--- config.mk ---
export PLATFORM = sky130hd
export DESIGN_NAME = exe_muldiv_seq
export DESIGN_NICKNAME = d
export VERILOG_FILES = /design/src/rtl/exe_muldiv_seq_pkg.sv /design/src/rtl/muldiv_sign_fix.sv /design/src/rtl/exe_muldiv_seq.sv
export SDC_FILE = /design/constraint.sdc
export NUM_CORES = 1
export LEC_CHECK = 0
export ABC_AREA = 0
export CORE_MARGIN = 5
export CORE_UTILIZATION = 45
export DETAILED_ROUTE_END_ITERATION = 8
export PLACE_DENSITY = 0.66
export SYNTH_ARGS = -nofsm -noshare
export SYNTH_HDL_FRONTEND = slang
export SYNTH_SLANG_ARGS = --single-unit
--- constraint.sdc ---
create_clock -name clk -period 8.1 [get_ports clk]
set_clock_uncertainty 0.05 [all_clocks]
set_input_delay 0.81 -clock clk [delete_from_list [all_inputs] [get_ports clk]]
set_output_delay 0.81 -clock clk [all_outputs]
set_load 0.005 [all_outputs]
--- src/rtl/exe_muldiv_seq_pkg.sv ---
// Shared constants for the EXE-stage multiply/divide sequencer:
// command encodings, FSM states and small command-decode helpers.
package exe_muldiv_seq_pkg;

  localparam int MULDIV_OP_LEN = 2;

  typedef enum logic [MULDIV_OP_LEN-1:0] {
    MULDIV_MULU = 2'b00,
    MULDIV_DIVU = 2'b01,
    MULDIV_MUL  = 2'b10,
    MULDIV_DIV  = 2'b11
  } muldiv_op_e;

  typedef enum logic [1:0] {
    MD_IDLE = 2'd0,
    MD_RUN  = 2'd1,
    MD_DONE = 2'd2
  } md_state_e;

  function automatic logic op_is_signed(input muldiv_op_e o);
    return o[1];
  endfunction

  function automatic logic op_is_div(input muldiv_op_e o);
    return o[0];
  endfunction

endpackage

--- src/rtl/muldiv_sign_fix.sv ---
// Combinational two's-complement sign correction. Used once to turn
// signed operands into magnitudes and once to apply result signs.
// wide_i=1 treats {hi,lo} as one double-width value negated by neg_hi_i.
module muldiv_sign_fix #(
  parameter int W = 32
) (
  input  logic [W-1:0] hi_i,
  input  logic [W-1:0] lo_i,
  input  logic         neg_hi_i,
  input  logic         neg_lo_i,
  input  logic         wide_i,
  output logic [W-1:0] hi_o,
  output logic [W-1:0] lo_o
);

  logic [2*W-1:0] wide_neg;

  // Conditional negation, either per half or across the full pair
  always_comb begin
    wide_neg = -{hi_i, lo_i};
    hi_o     = hi_i;
    lo_o     = lo_i;
    if (wide_i) begin
      if (neg_hi_i) {hi_o, lo_o} = wide_neg;
    end else begin
      if (neg_hi_i) hi_o = -hi_i;
      if (neg_lo_i) lo_o = -lo_i;
    end
  end

endmodule

--- src/rtl/exe_muldiv_seq.sv ---
// Multi-cycle MUL/DIV sequencer beside the EXE ALU: one bit per cycle,
// result committed to HI/LO on entry to DONE, stall held while running.
// Optional build macro: MULDIV_EARLY_TERM_EN (MUL/MULU leave RUN as soon
// as no multiplier bits remain set).
module exe_muldiv_seq
  import exe_muldiv_seq_pkg::*;
#(
  parameter int WORD_LEN = 32,
  parameter int CNT_W    = 6
) (
  input  logic                clk,
  input  logic                rst,
  input  logic                start,
  input  logic [1:0]          op,
  input  logic [WORD_LEN-1:0] src_a,
  input  logic [WORD_LEN-1:0] src_b,
  input  logic                flush,
  output logic                stall,
  output logic                busy,
  output logic                done,
  output logic [WORD_LEN-1:0] hi,
  output logic [WORD_LEN-1:0] lo
);

  localparam int W = WORD_LEN;
  localparam logic [CNT_W-1:0] CNT_LOAD = CNT_W'(WORD_LEN);
  localparam logic [CNT_W-1:0] CNT_ONE  = CNT_W'(1);

  md_state_e        state_q, state_d;
  logic [CNT_W-1:0] cnt_q, cnt_d;
  logic [2*W:0]     acc_q, acc_d;
  logic [W-1:0]     opnd_q, opnd_d, araw_q, araw_d, hi_q, hi_d, lo_q, lo_d;
  logic             div_q, div_d, nega_q, nega_d, negb_q, negb_d;
  logic             stall_c;

  muldiv_op_e   op_in;
  logic         in_neg_a, in_neg_b;
  logic [W-1:0] a_mag, b_mag;

  assign op_in    = muldiv_op_e'(op);
  assign in_neg_a = op_is_signed(op_in) & src_a[W-1];
  assign in_neg_b = op_is_signed(op_in) & src_b[W-1];

  muldiv_sign_fix #(.W(W)) u_fix_in (
    .hi_i(src_a), .lo_i(src_b), .neg_hi_i(in_neg_a), .neg_lo_i(in_neg_b),
    .wide_i(1'b0), .hi_o(a_mag), .lo_o(b_mag)
  );

  logic [W:0]       mul_sum, div_shift;
  logic [W+1:0]     div_diff;
  logic [2*W:0]     mul_step, div_step, acc_step;
  logic [CNT_W-1:0] cnt_step;

  // One iteration: shift-add for MUL, restoring subtract for DIV.
  // acc = {partial product | multiplier} or {partial remainder | quotient}
  always_comb begin
    mul_sum   = {1'b0, acc_q[2*W-1:W]} + {1'b0, opnd_q};
    mul_step  = acc_q[0] ? {1'b0, mul_sum, acc_q[W-1:1]} : {1'b0, acc_q[2*W:1]};
    div_shift = {acc_q[2*W-1:W], acc_q[W-1]};
    div_diff  = {1'b0, div_shift} - {2'b00, opnd_q};
    if (div_diff[W+1]) div_step = {div_shift, acc_q[W-2:0], 1'b0};
    else               div_step = {div_diff[W:0], acc_q[W-2:0], 1'b1};
    acc_step  = div_q ? div_step : mul_step;
    cnt_step  = cnt_q - CNT_ONE;
  end

  logic           early_exit;
  logic [2*W-1:0] prod_al;

`ifdef MULDIV_EARLY_TERM_EN
  logic mplr_left;

  // Early exit: the product sits cnt_step bits too high, so realign it
  always_comb begin
    mplr_left = 1'b0;
    for (int unsigned i = 0; i < W; i++) begin
      if (i < 32'(cnt_step)) mplr_left = mplr_left | acc_step[i];
    end
    early_exit = !div_q && !mplr_left;
    prod_al    = (2*W)'(acc_step >> cnt_step);
  end
`else
  assign early_exit = 1'b0;
  assign prod_al    = acc_step[2*W-1:0];
`endif

  logic [W-1:0] res_hi_raw, res_lo_raw, res_hi, res_lo;
  logic         res_neg_hi, res_neg_lo;

  // Select raw result halves and the sign rule for each half
  always_comb begin
    res_hi_raw = div_q ? acc_step[2*W-1:W] : prod_al[2*W-1:W];
    res_lo_raw = div_q ? acc_step[W-1:0]   : prod_al[W-1:0];
    res_neg_hi = div_q ? nega_q : (nega_q ^ negb_q);
    res_neg_lo = nega_q ^ negb_q;
  end

  muldiv_sign_fix #(.W(W)) u_fix_out (
    .hi_i(res_hi_raw), .lo_i(res_lo_raw), .neg_hi_i(res_neg_hi),
    .neg_lo_i(res_neg_lo), .wide_i(!div_q), .hi_o(res_hi), .lo_o(res_lo)
  );

  // Next-state, operand capture, iteration and HI/LO commit
  always_comb begin
    state_d = state_q;
    cnt_d   = cnt_q;
    acc_d   = acc_q;
    opnd_d  = opnd_q;
    araw_d  = araw_q;
    div_d   = div_q;
    nega_d  = nega_q;
    negb_d  = negb_q;
    hi_d    = hi_q;
    lo_d    = lo_q;
    stall_c = 1'b0;
    unique case (state_q)
      MD_IDLE: begin
        stall_c = start;
        if (start && !flush) begin
          div_d   = op_is_div(op_in);
          nega_d  = in_neg_a;
          negb_d  = in_neg_b;
          araw_d  = src_a;
          cnt_d   = CNT_LOAD;
          opnd_d  = op_is_div(op_in) ? b_mag : a_mag;
          acc_d   = {{(W+1){1'b0}}, op_is_div(op_in) ? a_mag : b_mag};
          state_d = MD_RUN;
        end
      end
      MD_RUN: begin
        stall_c = 1'b1;
        cnt_d   = cnt_step;
        acc_d   = acc_step;
        if (flush) begin
          state_d = MD_IDLE;
        end else if (cnt_q == CNT_ONE || early_exit) begin
          state_d = MD_DONE;
          if (div_q && opnd_q == '0) begin
            hi_d = araw_q;
            lo_d = '1;
          end else begin
            hi_d = res_hi;
            lo_d = res_lo;
          end
        end
      end
      MD_DONE: state_d = MD_IDLE;
      default: state_d = MD_IDLE;
    endcase
  end

  // State and datapath registers, cleared asynchronously
  always_ff @(posedge clk or posedge rst) begin
    if (rst) begin
      state_q <= MD_IDLE;
      cnt_q   <= '0;
      acc_q   <= '0;
      opnd_q  <= '0;
      araw_q  <= '0;
      div_q   <= 1'b0;
      nega_q  <= 1'b0;
      negb_q  <= 1'b0;
      hi_q    <= '0;
      lo_q    <= '0;
    end else begin
      state_q <= state_d;
      cnt_q   <= cnt_d;
      acc_q   <= acc_d;
      opnd_q  <= opnd_d;
      araw_q  <= araw_d;
      div_q   <= div_d;
      nega_q  <= nega_d;
      negb_q  <= negb_d;
      hi_q    <= hi_d;
      lo_q    <= lo_d;
    end
  end

  assign stall = stall_c & ~rst;
  assign busy  = (state_q != MD_IDLE);
  assign done  = (state_q == MD_DONE);
  assign hi    = hi_q;
  assign lo    = lo_q;

endmodule
==> results of run 1 <==
==> worst max path at each step <==
stage / startpoint / to / cells after the start
finish: acc_q[39] / hi[28] / 21
global placement: acc_q[37] / hi[28] / 21
detailed placement: acc_q[39] / hi[28] / 21
floorplan: rst / acc_q[0] / 1
CTS: acc_q[39] / hi[28] / 21
global route: acc_q[39] / hi[28] / 21
==> final cells by class <==
cell class,instances,area [µm²]
Clock buffer,36,696
Clock inverter,7,75.1
Fill cell,3638,18000
Inverter,68,263
Multi-Input combinational cell,1784,11100
Sequential cell,204,5110
Tap cell,511,639
Timing Repair Buffer,161,1540
==> power groups by stage <==
stage,clock network (µW),registers (µW),logic [µW]
after floorplan,0,1700,3550
after global placement,0,1830,5060
after detailed placement,0,1850,5070
after CTS,1100,1840,5110
after global routing,1150,1900,5620
final,1090,1850,5200
==> per-layer routing <==
metal	routed length (µm)	vias to the layer above	share of wire
li1	-	8007	-
met1	27200	8323	0.41
met2	29200	872	0.44
met3	5510	197	0.083
met4	4600	2	0.069
met5	13	-	0.00020
==> logic make-up after synthesis <==
kind of cell | count (synthesis) | share of synthesized area
adder cells (fa/ha/maj) | 72 | 0.0540
XOR/XNOR | 158 | 0.0816
buffers and inverters | 192 | 0.0491
AO/OA/AOI/OAI | 675 | 0.258
multiplexers | 54 | 0.0324
flip-flops | 204 | 0.301
AND/OR/NAND/NOR | 825 | 0.224
==> cells in the final DEF (no fill, tap or decap), drive strengths merged, types with 9 or more instances in the layout <==
cell type and count:
o21ai 198, o21a 10, nand3 64, nor3 37, o211ai 43, clkbuf 36
nand2 362, o31ai 24, xnor2 92, nand4 19, a31oi 35, and2 12
a211oi 33, or4 9, nor3b 9, ha 70, or3 26, a21oi 193
nor4 27, nand2b 14, a21o 19, buf 26, inv 68, mux2i 47
xor2 66, nor2b 13, and3 25, o221ai 28, o41ai 9, dfrtp 204
clkdlybuf4s50 135, nor2 187
==> state kept, by name (all words and copies together), names as in the netlist <==
signal   flops
acc_q       65
araw_q      32
hi          32
lo          32
opnd_q      32
cnt_q        6
state_q      2
div_q        1
nega_q       1
negb_q       1
==> through the flow <==
| step | total power [µW] | worst slack [ps] | area, µm² | utilization |
|---|---|---|---|---|
| global placement | 6890 | 1870 | 18600 | 0.498 |
| global route | 8670 | 1030 | 19400 | 0.518 |
| CTS | 8050 | 1660 | 19400 | 0.518 |
| floorplan | 5250 | 1670 | 17000 | - |
| detailed placement | 6920 | 1700 | 18600 | 0.498 |
| finish | 8140 | 1520 | 19400 | 0.518 |
==> worst min-delay path, cell delays in order (launching register included) <==
cell and delay [ps]:
sky130_fd_sc_hd__dfrtp_1 330, sky130_fd_sc_hd__nand2_1 50, sky130_fd_sc_hd__nand2_1 50
==> results.txt, run 1 <==
----------------------------------------------------
[Run status]
  Run status ... finished, final reports clean

[Timing]
  Timing-limited maximum frequency ... approximately 150 MHz
  Slew Limit Fails ... 0
  Min cycle time layout ... 6580 ps
  Normalized max-slew margin ... 0.296
  Number of hold violations in the final report ... 0
  Post-Route Setup TNS ... 0 ps
  Final Cycle Share ... 0.813
  Actual transition at the worst max-transition pin ... 1060 ps
  Worst hold slack after final layout ... 419 ps
  RSZ-0062 raised after global routing ... no
  Final setup fails ... 0

[Hold path]
  Min-delay src ... araw_q[16]
  Hold Path Stages ... 2
  Terminating pin of the worst hold path ... araw_q[16]
  Hold Crit Class ... reg -> reg

[Clocking]
  Register clock-pin slew on the reported worst setup and hold paths ... about 60 ps
  Post-CTS Repair Setup Buffers ... 0
  Number of buffers created by CTS ... 24
  Maximum clock insertion buffer count ... 3
  CTS resizes ... 0
  Skew-Pair Late Insertion Delay ... 560 ps
  Clk sinks ... 204
  Hold_buf cts ... 0
  TritonCTS clock tree ... done
  CTS Root Cell ... sky130_fd_sc_hd__clkbuf_16
  CTS HTree Levels ... 1

[Floorplan]
  Io pins ... 137
  Number of rows created at floorplan ... 71
  Die Footprint ... 0.0417 mm²
  Initial standard-cell utilization of the core ... 0.454
  DIE WIDTH ... 204 µm
  Height of the chip ... 204 µm
  Core footprint ... 0.0374 mm²

[Global routing]
  Vias in the first global route ... 16600
  First-pass GRT wire length ... 100 mm
  Met3 Track Usage GR ... 0.0495
  Met1 track demand over resource in global routing ... 0.407
  Overall overflow remaining after global route ... 0
  Overall fraction of global-route tracks in use ... 0.307
  GRT busiest layer ... met2
  Initial antenna violation count ... 1
  Met2 capacity usage during global routing ... 0.480
  Pin count of the biggest net entering global routing ... 141

[Power]
  Leakage power total ... 0.00819 µW
  Sequential power share ... 0.227
  Cell area power density ... 420 mW/mm²
  Worst voltage drop across the vdd grid ... 0.214 mV
  Internal ... 3980 µW
  Combinational share of power ... 0.639
  Portion of total power attributed to the clock network ... 0.134
  Switching share of total power ... 0.511
  Net switching power figure ... 4160 µW

[Critical path]
  Worst Path Required ... 8490 ps
  Number of buffer and inverter stages on the critical path ... 0
  Worst R2R Start ... acc_q[39]
  Worst setup path class ... reg -> reg
  Worst setup EP type ... flip-flop
  Worst r2r path cells ... 21
  Worst Path Arrival ... around 7000 ps
  Type of origin of the critical path ... flip-flop
  Max stage delay on crit path ... 700 ps
  Largest fanout of any net on the critical path ... 11
  Slack of the worst reg-to-reg path ... between 1500 and 2000 ps
  Standard cell with the maximum stage delay on the critical path ... sky130_fd_sc_hd__o311ai_4
  Reg-to-reg endpoint ... hi[28]
  CP top delay family ... simple AND/OR/NAND/NOR gates
  Chain of cells forming the critical path ... ha_1 -> a21oi_2 -> o21ai_1 -> a21o_1 -> o311ai_4 -> nand2_2 -> nand2_1 -> a21boi_0 -> ha_1 -> o21ai_1 -> nor3_1 -> nand4_1 -> nor3_1 -> o21ai_0 -> a21oi_1 -> and3_1 -> nand2_2 -> nor4b_1 -> or3_1 -> a21oi_1 -> a211o_1

[Logic synthesis]
  Biggest area contributors in the synthesized netlist ... sky130_fd_sc_hd__dfrtp_1, sky130_fd_sc_hd__nand2_1, sky130_fd_sc_hd__o21ai_0
  Number of warnings reported in the yosys synthesis log ... 0
  Top cells by instance count after synthesis ... sky130_fd_sc_hd__nand2_1, sky130_fd_sc_hd__dfrtp_1, sky130_fd_sc_hd__nor2_1, sky130_fd_sc_hd__o21ai_0, sky130_fd_sc_hd__a21oi_1
  Flip-flop and latch count after synthesis ... 204
  Synthesized instance count ... 2180
  Post-Syn Nets ... 2322
  Area share of the largest cell type after synthesis ... 0.301
  Cell Area, Synth ... about 0.017 mm²
  Post-synthesis sequential area ratio ... 0.301
  Number of distinct library cell variants in the gate-level netlist after synthesis ... 97
  Top-count cell post-synth ... sky130_fd_sc_hd__nand2_1
  Post-Synthesis Mean Instance Area ... 7.78 µm²
  EDFF count, synth ... 0
  Top cell type by total area after synthesis ... sky130_fd_sc_hd__dfrtp_1
  Predominant post-synthesis flop cell ... sky130_fd_sc_hd__dfrtp_1
  Fraction of synthesis flops using an asynchronous set or reset pin ... 1.00

[Placed design]
  Port Buffer Count ... 136
  Global placer's final weighted congestion ... approximately 1.0
  Final HPWL from detailed placement ... 50.2 mm
  Placed cells ... ~2700

[Detailed routing]
  Total detailed-routing wirelength ... 66.4 mm
  DRC viols ... 0
  Total via count after detailed routing ... 17400
  Detail-routed via count per cell ... 6.28
  Detail Route Antenna Nets ... 0
  Drt first-iter violations ... 1745
  Initial DRT Pass Iterations ... 5
  Routed len/inst ... 24.0 µm

[Finish]
  Syn-to-layout area delta ... 14.2%
  Antenna cells ... 0
  Count of nets after finishing ... 2385
  Final non-filler cell total ... ~2800
  Share of post-route cells with drive strength above 1 ... 0.0566

[Run]
  Number of max-cap violations ... 0

----------------------------------------------------
Note: power is estimated with default switching activity, not from simulation.
==> inputs of run 2 (changes only) <==
--- a/config.mk
+++ b/config.mk
@@ -9,7 +9,7 @@
 export CORE_MARGIN = 5
 export CORE_UTILIZATION = 45
 export DETAILED_ROUTE_END_ITERATION = 8
-export PLACE_DENSITY = 0.66
+export PLACE_DENSITY = 0.69
 export SYNTH_ARGS = -nofsm -noshare
 export SYNTH_HDL_FRONTEND = slang
 export SYNTH_SLANG_ARGS = --single-unit
==> constraint.sdc (replaced) <==
create_clock -name clk -period 5.9 [get_ports clk]
set_clock_uncertainty 0.05 [all_clocks]
set_input_delay 0.59 -clock clk [delete_from_list [all_inputs] [get_ports clk]]
set_output_delay 0.59 -clock clk [all_outputs]
set_load 0.005 [all_outputs]
==> results.txt, run 2 (synthesis results as in run 1) <==
----------------------------------------------------
[Critical path]
  Startpoint of the most critical setup path ... opnd_q[6]
  Largest fanout of any net on the critical path ... 6 (-5)
  CP top delay family ... compound AO/OA/AOI/OAI gates
  Worst setup path endpoint ... hi[28]
  Worst r2r path cells ... 22 (+4.8%)
  Worst Path Required ... 6280 ps (-2210 ps)
  Slack of the worst reg-to-reg path ... 470 ps (-1050 ps)
  Standard cell with the maximum stage delay on the critical path ... sky130_fd_sc_hd__dfrtp_1
  Max stage delay on crit path ... 400 ps (-300 ps)
  Worst Path Arrival ... 5820 ps (-1160 ps)
  Critical path depth ... 22 (+4.8%)
  Type of origin of the critical path ... flip-flop
  Chain of cells forming the critical path ... inv_1 -> ha_1 -> a21oi_1 -> o21ai_1 -> a21o_1 -> o311ai_4 -> nand2_2 -> nand2_1 -> a21boi_1 -> ha_1 -> o21ai_1 -> nor3_1 -> nand4_1 -> nor3_2 -> o21ai_0 -> a21oi_2 -> and3_1 -> nand2_2 -> nor4b_1 -> or3_1 -> a21oi_1 -> a211o_1
  Worst R2R Start ... opnd_q[6]
  Worst setup EP type ... flip-flop
  Number of buffer and inverter stages on the critical path ... 1 (+1)
  Reg-to-reg endpoint ... hi[28]
  Worst setup path class ... reg -> reg

[Clocking]
  CTS HTree Levels ... 1 (unchanged)
  Hold_buf cts ... 0 (unchanged)
  Post-CTS Repair Setup Buffers ... 0 (unchanged)
  Clk sinks ... 204 (unchanged)
  Maximum clock insertion buffer count ... 3 (unchanged)
  Number of buffers created by CTS ... 26 (+8.3%)
  Skew-Pair Late Insertion Delay ... 550 ps (about the same)
  CTS resizes ... 0 (unchanged)
  Register clock-pin slew on the reported worst setup and hold paths ... 70 ps (about the same)
  TritonCTS clock tree ... done
  CTS Root Cell ... sky130_fd_sc_hd__clkbuf_16

[Power]
  Net switching power figure ... 5850 µW (+41%)
  Switching share of total power ... 0.505 (-0.00584)
  Total power draw ... 11600 µW (+42%)
  Sequential power share ... 0.219 (-0.008)
  Internal ... 5730 µW (+44%)
  Worst voltage drop across the vdd grid ... 0.297 mV (+39%)
  Cell area power density ... 589 mW/mm² (+40%)
  Combinational share of power ... 0.633 (-0.006)
  Leakage power total ... 0.00832 µW (+1.6%)
  Portion of total power attributed to the clock network ... 0.148 (+0.014)

[Timing]
  Timing-limited maximum frequency ... 184 MHz (+21%)
  Slew Limit Fails ... 0 (unchanged)
  Actual transition at the worst max-transition pin ... 1160 ps (+100 ps)
  Final setup fails ... 0 (unchanged)
  Min cycle time layout ... 5430 ps (-1150 ps)
  Post-Route Setup TNS ... 0 ps (unchanged)
  RSZ-0062 raised after global routing ... no
  Number of hold violations in the final report ... 0 (unchanged)
  Normalized max-slew margin ... 0.223 (-0.0734)
  Final Cycle Share ... 0.921 (+0.108)

[Detailed routing]
  Detail Route Antenna Nets ... 0 (unchanged)
  Drt first-iter violations ... 1756 (+0.63%)
  Detail-routed via count per cell ... 6.25 (-0.40%)
  Total detailed-routing wirelength ... 68.1 mm (+2.6%)
  DRC viols ... 0 (unchanged)
  Initial DRT Pass Iterations ... 7 (+2)
  Routed len/inst ... 24.4 µm (+1.8%)
  Total via count after detailed routing ... 17500 (+0.32%)

[Finish]
  Number of flip-flops in the largest register ... 65 (unchanged)
  Fillcell total ... 3596 (-1.2%)
  Syn-to-layout area delta ... 15.8%
  Antenna cells ... 0 (unchanged)
  Layout Utilization ... 0.525 (+0.00726)
  Reg with most FFs ... acc_q
  Commonest cells after routing, fill and taps aside ... sky130_fd_sc_hd__nand2_1, sky130_fd_sc_hd__dfrtp_1, sky130_fd_sc_hd__o21ai_0, sky130_fd_sc_hd__a21oi_1, sky130_fd_sc_hd__nor2_1
  Share of post-route cells with drive strength above 1 ... 0.0662 (+0.00959)
  Post-route cell area ... 0.0197 mm² (+1.4%)
  Count of nets after finishing ... 2402 (+0.71%)
  Most common cell after layout, fill and taps aside ... sky130_fd_sc_hd__nand2_1

[Global routing]
  Overall fraction of global-route tracks in use ... 0.320 (+0.0129)
  Initial antenna violation count ... 1 (unchanged)
  Pin count of the biggest net entering global routing ... 136 (-3.5%)
  First-pass GRT wire length ... 104 mm (+4.0%)
  Overall overflow remaining after global route ... 0 (unchanged)
  Vias in the first global route ... 16800 (+1.0%)

[Floorplan]
  Die Footprint ... 0.0417 mm² (unchanged)
  Io pins ... 137 (unchanged)
  Core footprint ... 0.0374 mm² (unchanged)
  DIE WIDTH ... 204 µm (unchanged)
  Number of rows created at floorplan ... 71 (unchanged)
  Height of the chip ... 204 µm (unchanged)
  Initial standard-cell utilization of the core ... 0.454 (unchanged)

[Placed design]
  Global placer's final weighted congestion ... 0.992 (-5.2%)
  Final HPWL from detailed placement ... 51.6 mm (+2.8%)
  Port Buffer Count ... 136 (unchanged)
  Post-place instance area ... 0.0187 mm² (+0.67%)

[Hold path]
  Hold Crit Class ... reg -> reg
  Min-delay src ... araw_q[15]

[Run]
  Number of max-cap violations ... 0 (unchanged)

[Run status]
  Run status ... finished, final reports clean

----------------------------------------------------
[run 2: power by group through the flow]
| stage | Combinational (µW) | Clock [µW] | Sequential (µW) |
|---|---|---|---|
| global route | 7940 | 1800 | 2600 |
| CTS | 7220 | 1740 | 2510 |
| finish | 7330 | 1710 | 2530 |
| floorplan | 4870 | 0 | 2340 |
| detailed placement | 7170 | 0 | 2530 |
| global placement | 7130 | 0 | 2500 |
[run 2: worst min-delay path by stage]
stage            endpoint  cells past startpoint
2_1_floorplan  araw_q[16]                      2
3_3_place_gp   araw_q[26]                      2
3_5_place_dp   araw_q[15]                      2
4_1_cts        araw_q[15]                      2
5_1_grt         araw_q[8]                      2
6_report       araw_q[15]                      2
[run 2: routing by layer]
metal  part of all wire  global-route usage  vias up
li1                   -                   -     8040
met1               0.41               0.438     8451
met2               0.45               0.502      817
met3              0.082              0.0486      146
met4              0.056               0.145        2
met5            0.00019                   0        -
[run 2: worst register-to-register path, stage by stage, from the launching register on]
cell	delay, ps
sky130_fd_sc_hd__dfrtp_1	400
sky130_fd_sc_hd__inv_1	70
sky130_fd_sc_hd__ha_1	350
sky130_fd_sc_hd__a21oi_1	200
sky130_fd_sc_hd__o21ai_1	130
sky130_fd_sc_hd__a21o_1	290
sky130_fd_sc_hd__o311ai_4	340
sky130_fd_sc_hd__nand2_2	90
sky130_fd_sc_hd__nand2_1	110
sky130_fd_sc_hd__a21boi_1	350
sky130_fd_sc_hd__ha_1	240
sky130_fd_sc_hd__o21ai_1	100
sky130_fd_sc_hd__nor3_1	260
sky130_fd_sc_hd__nand4_1	240
sky130_fd_sc_hd__nor3_2	330
sky130_fd_sc_hd__o21ai_0	200
sky130_fd_sc_hd__a21oi_2	270
sky130_fd_sc_hd__and3_1	340
sky130_fd_sc_hd__nand2_2	140
sky130_fd_sc_hd__nor4b_1	350
sky130_fd_sc_hd__or3_1	160
sky130_fd_sc_hd__a21oi_1	60
sky130_fd_sc_hd__a211o_1	220
[run 2: layout make-up]
| class | instances | area [µm²] | area share |
|---|---|---|---|
| inverter | 68 | 259 | 0.0132 |
| clock inverter | 12 | 169 | 0.00859 |
| tap | 511 | 639 | 0.0325 |
| timing repair buffer | 176 | 1670 | 0.0849 |
| sequential | 204 | 5110 | 0.260 |
| multi-input combinational | 1784 | 11100 | 0.563 |
| clock buffer | 36 | 739 | 0.0376 |
[run 2: metrics by stage]
step / hold slack (ps) / instances / setup WS [ps]
2_1_floorplan: 387 / 2180 / 659
3_3_place_gp: 403 / 2743 / 542
3_5_place_dp: 408 / 2743 / 274
4_1_cts: 423 / 2791 / 237
5_1_grt: 445 / 2791 / 89.3
6_report: 419 / 2791 / 467
==> inputs of run 3 (changes only) <==
--- a/config.mk
+++ b/config.mk
@@ -6,10 +6,12 @@
 export NUM_CORES = 1
 export LEC_CHECK = 0
 export ABC_AREA = 0
+export ABC_CLOCK_PERIOD_IN_PS = 5900
 export CORE_MARGIN = 5
 export CORE_UTILIZATION = 45
 export DETAILED_ROUTE_END_ITERATION = 8
 export PLACE_DENSITY = 0.69
+export REMOVE_ABC_BUFFERS = 1
 export SYNTH_ARGS = -nofsm -noshare
 export SYNTH_HDL_FRONTEND = slang
 export SYNTH_SLANG_ARGS = --single-unit
==> results.txt, run 3 (synthesis results as in run 1) <==
----------------------------------------------------
[Critical path]
  Largest fanout of any net on the critical path ... 7 (+1)
  Worst Path Required ... 6260 ps (-20 ps)
  Worst setup EP type ... flip-flop
  Worst Path Arrival ... 5710 ps (-110 ps)
  Type of origin of the critical path ... flip-flop
  Worst setup path class ... reg -> reg

[Finish]
  Share of post-route cells with drive strength above 1 ... 0.0642 (-0.00200)
  Number of flip-flops in the largest register ... 65 (unchanged)
  Antenna cells ... 0 (unchanged)
  Reg with most FFs ... acc_q
  Count of nets after finishing ... 2398 (-0.17%)
  Most common cell after layout, fill and taps aside ... sky130_fd_sc_hd__nand2_1
  Commonest cells after routing, fill and taps aside ... sky130_fd_sc_hd__nand2_1, sky130_fd_sc_hd__dfrtp_1, sky130_fd_sc_hd__o21ai_0, sky130_fd_sc_hd__a21oi_1, sky130_fd_sc_hd__nor2_1
  Post-route cell area ... 0.0196 mm² (-0.45%)
  Syn-to-layout area delta ... 15.3%

[Timing]
  RSZ-0062 raised after global routing ... no
  Slew Limit Fails ... 0 (unchanged)
  Final setup fails ... 0 (unchanged)
  Post-Route Setup TNS ... 0 ps (unchanged)
  Normalized max-slew margin ... 0.125 (-0.0971)
  Min cycle time layout ... 5340 ps (-91.4 ps)
  Final Cycle Share ... 0.905 (-0.0155)
  Actual transition at the worst max-transition pin ... 1310 ps (+154 ps)
  Worst hold slack after final layout ... 424 ps (+4.31 ps)
  Timing-limited maximum frequency ... 187 MHz (+1.7%)
  Number of hold violations in the final report ... 0 (unchanged)
  Worst setup slack after layout ... 558 ps (+91.4 ps)

[Placed design]
  Final HPWL from detailed placement ... 45.7 mm (-11%)
  Global placer's final weighted congestion ... 0.992 (about the same)
  Post-place instance area ... 0.0187 mm² (-0.13%)
  Pre-CTS setup slack ... 763 ps (+489 ps)
  Port Buffer Count ... 136 (unchanged)

[Floorplan]
  Number of rows created at floorplan ... 71 (unchanged)
  Io pins ... 137 (unchanged)
  Initial standard-cell utilization of the core ... 0.454 (unchanged)
  Die Footprint ... 0.0417 mm² (unchanged)
  DIE WIDTH ... 204 µm (unchanged)
  Height of the chip ... 204 µm (unchanged)
  Core footprint ... 0.0374 mm² (unchanged)

[Clocking]
  Register clock-pin slew on the reported worst setup and hold paths ... 60 ps (about the same)
  Post-CTS Repair Setup Buffers ... 0 (unchanged)
  Skew-Pair Late Insertion Delay ... 540 ps (about the same)
  Hold_buf cts ... 0 (unchanged)
  TritonCTS clock tree ... done
  CTS HTree Levels ... 1 (unchanged)
  Number of buffers created by CTS ... 24 (-7.7%)
  Maximum clock insertion buffer count ... 3 (unchanged)
  CTS resizes ... 0 (unchanged)
  CTS Root Cell ... sky130_fd_sc_hd__clkbuf_16
  Clk sinks ... 204 (unchanged)

[Detailed routing]
  Initial DRT Pass Iterations ... 6 (-1)
  Routed len/inst ... 21.9 µm (-10%)
  Total via count after detailed routing ... 17200 (-1.3%)
  Detail Route Antenna Nets ... 0 (unchanged)
  DRC viols ... 0 (unchanged)
  Total detailed-routing wirelength ... 61.1 mm (-10%)
  Drt first-iter violations ... 1838 (+4.7%)
  Detail-routed via count per cell ... 6.19 (-1.1%)

[Power]
  Worst voltage drop across the vdd grid ... 0.301 mV (+1.2%)
  Switching share of total power ... 0.497 (-0.00775)
  Internal ... 5640 µW (-1.6%)
  Sequential power share ... 0.224 (+0.005)
  Combinational share of power ... 0.629 (-0.004)
  Cell area power density ... 573 mW/mm² (-2.7%)
  Portion of total power attributed to the clock network ... 0.147 (about the same)
  Net switching power figure ... 5580 µW (-4.6%)
  Leakage power total ... 0.00830 µW (-0.31%)

[Run status]
  Run status ... finished, final reports clean

[Global routing]
  Pin count of the biggest net entering global routing ... 117 (-14%)
  First-pass GRT wire length ... 95.6 mm (-8.2%)
  Overall overflow remaining after global route ... 0 (unchanged)
  Vias in the first global route ... 16600 (-1.1%)
  Overall fraction of global-route tracks in use ... 0.286 (-0.0338)
  Initial antenna violation count ... 1 (unchanged)

[Hold path]
  Hold Crit Class ... reg -> reg

[Run]
  Number of max-cap violations ... 0 (unchanged)

----------------------------------------------------
## run 3: metrics by stage
step	utilization	instances	power, µW
after floorplan	-	2056	7110
after global placement	0.500	2741	9310
after detailed placement	0.500	2741	9380
after CTS	0.523	2784	11100
after global routing	0.523	2784	12000
final	0.523	2784	11200
## run 3: path summary, 6_finish.rpt
path | startpoint | endpoint | slack (ps) | depth (start not counted)
worst max-delay path | opnd_q[8] | hi[28] | 560 | 23
worst min-delay path | araw_q[14] | araw_q[14] | 420 | 2
worst max register to register | opnd_q[8] | hi[28] | 560 | 23
worst min register to register | araw_q[14] | araw_q[14] | 420 | 2
max in group asynchronous | rst | acc_q[22] | 3950 | 3
min in group asynchronous | rst | acc_q[34] | 610 | 2
## run 3: cell type report
class                   instances  area (µm²)
flip-flops and latches        204        5110
repair buffers                174        1640
clock inverters                15         205
multi-input cells            1784       11100
well taps                     511         639
fillers                      3562       17800
clock buffers                  28         647
inverters                      68         263
## run 3: power by group through the flow
stage               Sequential (µW)  Clock, µW  Combinational, µW
floorplan                      2420          0               4690
global placement               2490          0               6820
detailed placement             2510          0               6870
CTS                            2490       1670               6930
global route                   2590       1720               7690
finish                         2510       1650               7050
## run 3: critical path: stages, from the launching register on
cell	delay, ps
sky130_fd_sc_hd__dfrtp_1	380
sky130_fd_sc_hd__inv_1	90
sky130_fd_sc_hd__ha_1	370
sky130_fd_sc_hd__a21oi_2	180
sky130_fd_sc_hd__o21ai_1	140
sky130_fd_sc_hd__a21o_1	290
sky130_fd_sc_hd__o311ai_4	330
sky130_fd_sc_hd__nand2_2	90
sky130_fd_sc_hd__nand2_1	190
sky130_fd_sc_hd__a21boi_0	280
sky130_fd_sc_hd__ha_1	220
sky130_fd_sc_hd__o21ai_1	100
sky130_fd_sc_hd__nor3_1	180
sky130_fd_sc_hd__buf_4	170
sky130_fd_sc_hd__nand4_1	130
sky130_fd_sc_hd__nor3_1	330
sky130_fd_sc_hd__o21ai_0	180
sky130_fd_sc_hd__a21oi_1	230
sky130_fd_sc_hd__and3_1	340
sky130_fd_sc_hd__nand2_2	150
sky130_fd_sc_hd__nor4b_1	360
sky130_fd_sc_hd__or3_1	160
sky130_fd_sc_hd__a21oi_1	60
sky130_fd_sc_hd__a211o_1	220
## run 3: routing by layer
metal / track usage / vias to the layer above / part of all wire
met5: 0 / - / 0
met4: 0.108 / 0 / 0.045
met3: 0.0467 / 131 / 0.086
met2: 0.441 / 833 / 0.44
met1: 0.406 / 8232 / 0.43
li1: - / 8025 / -
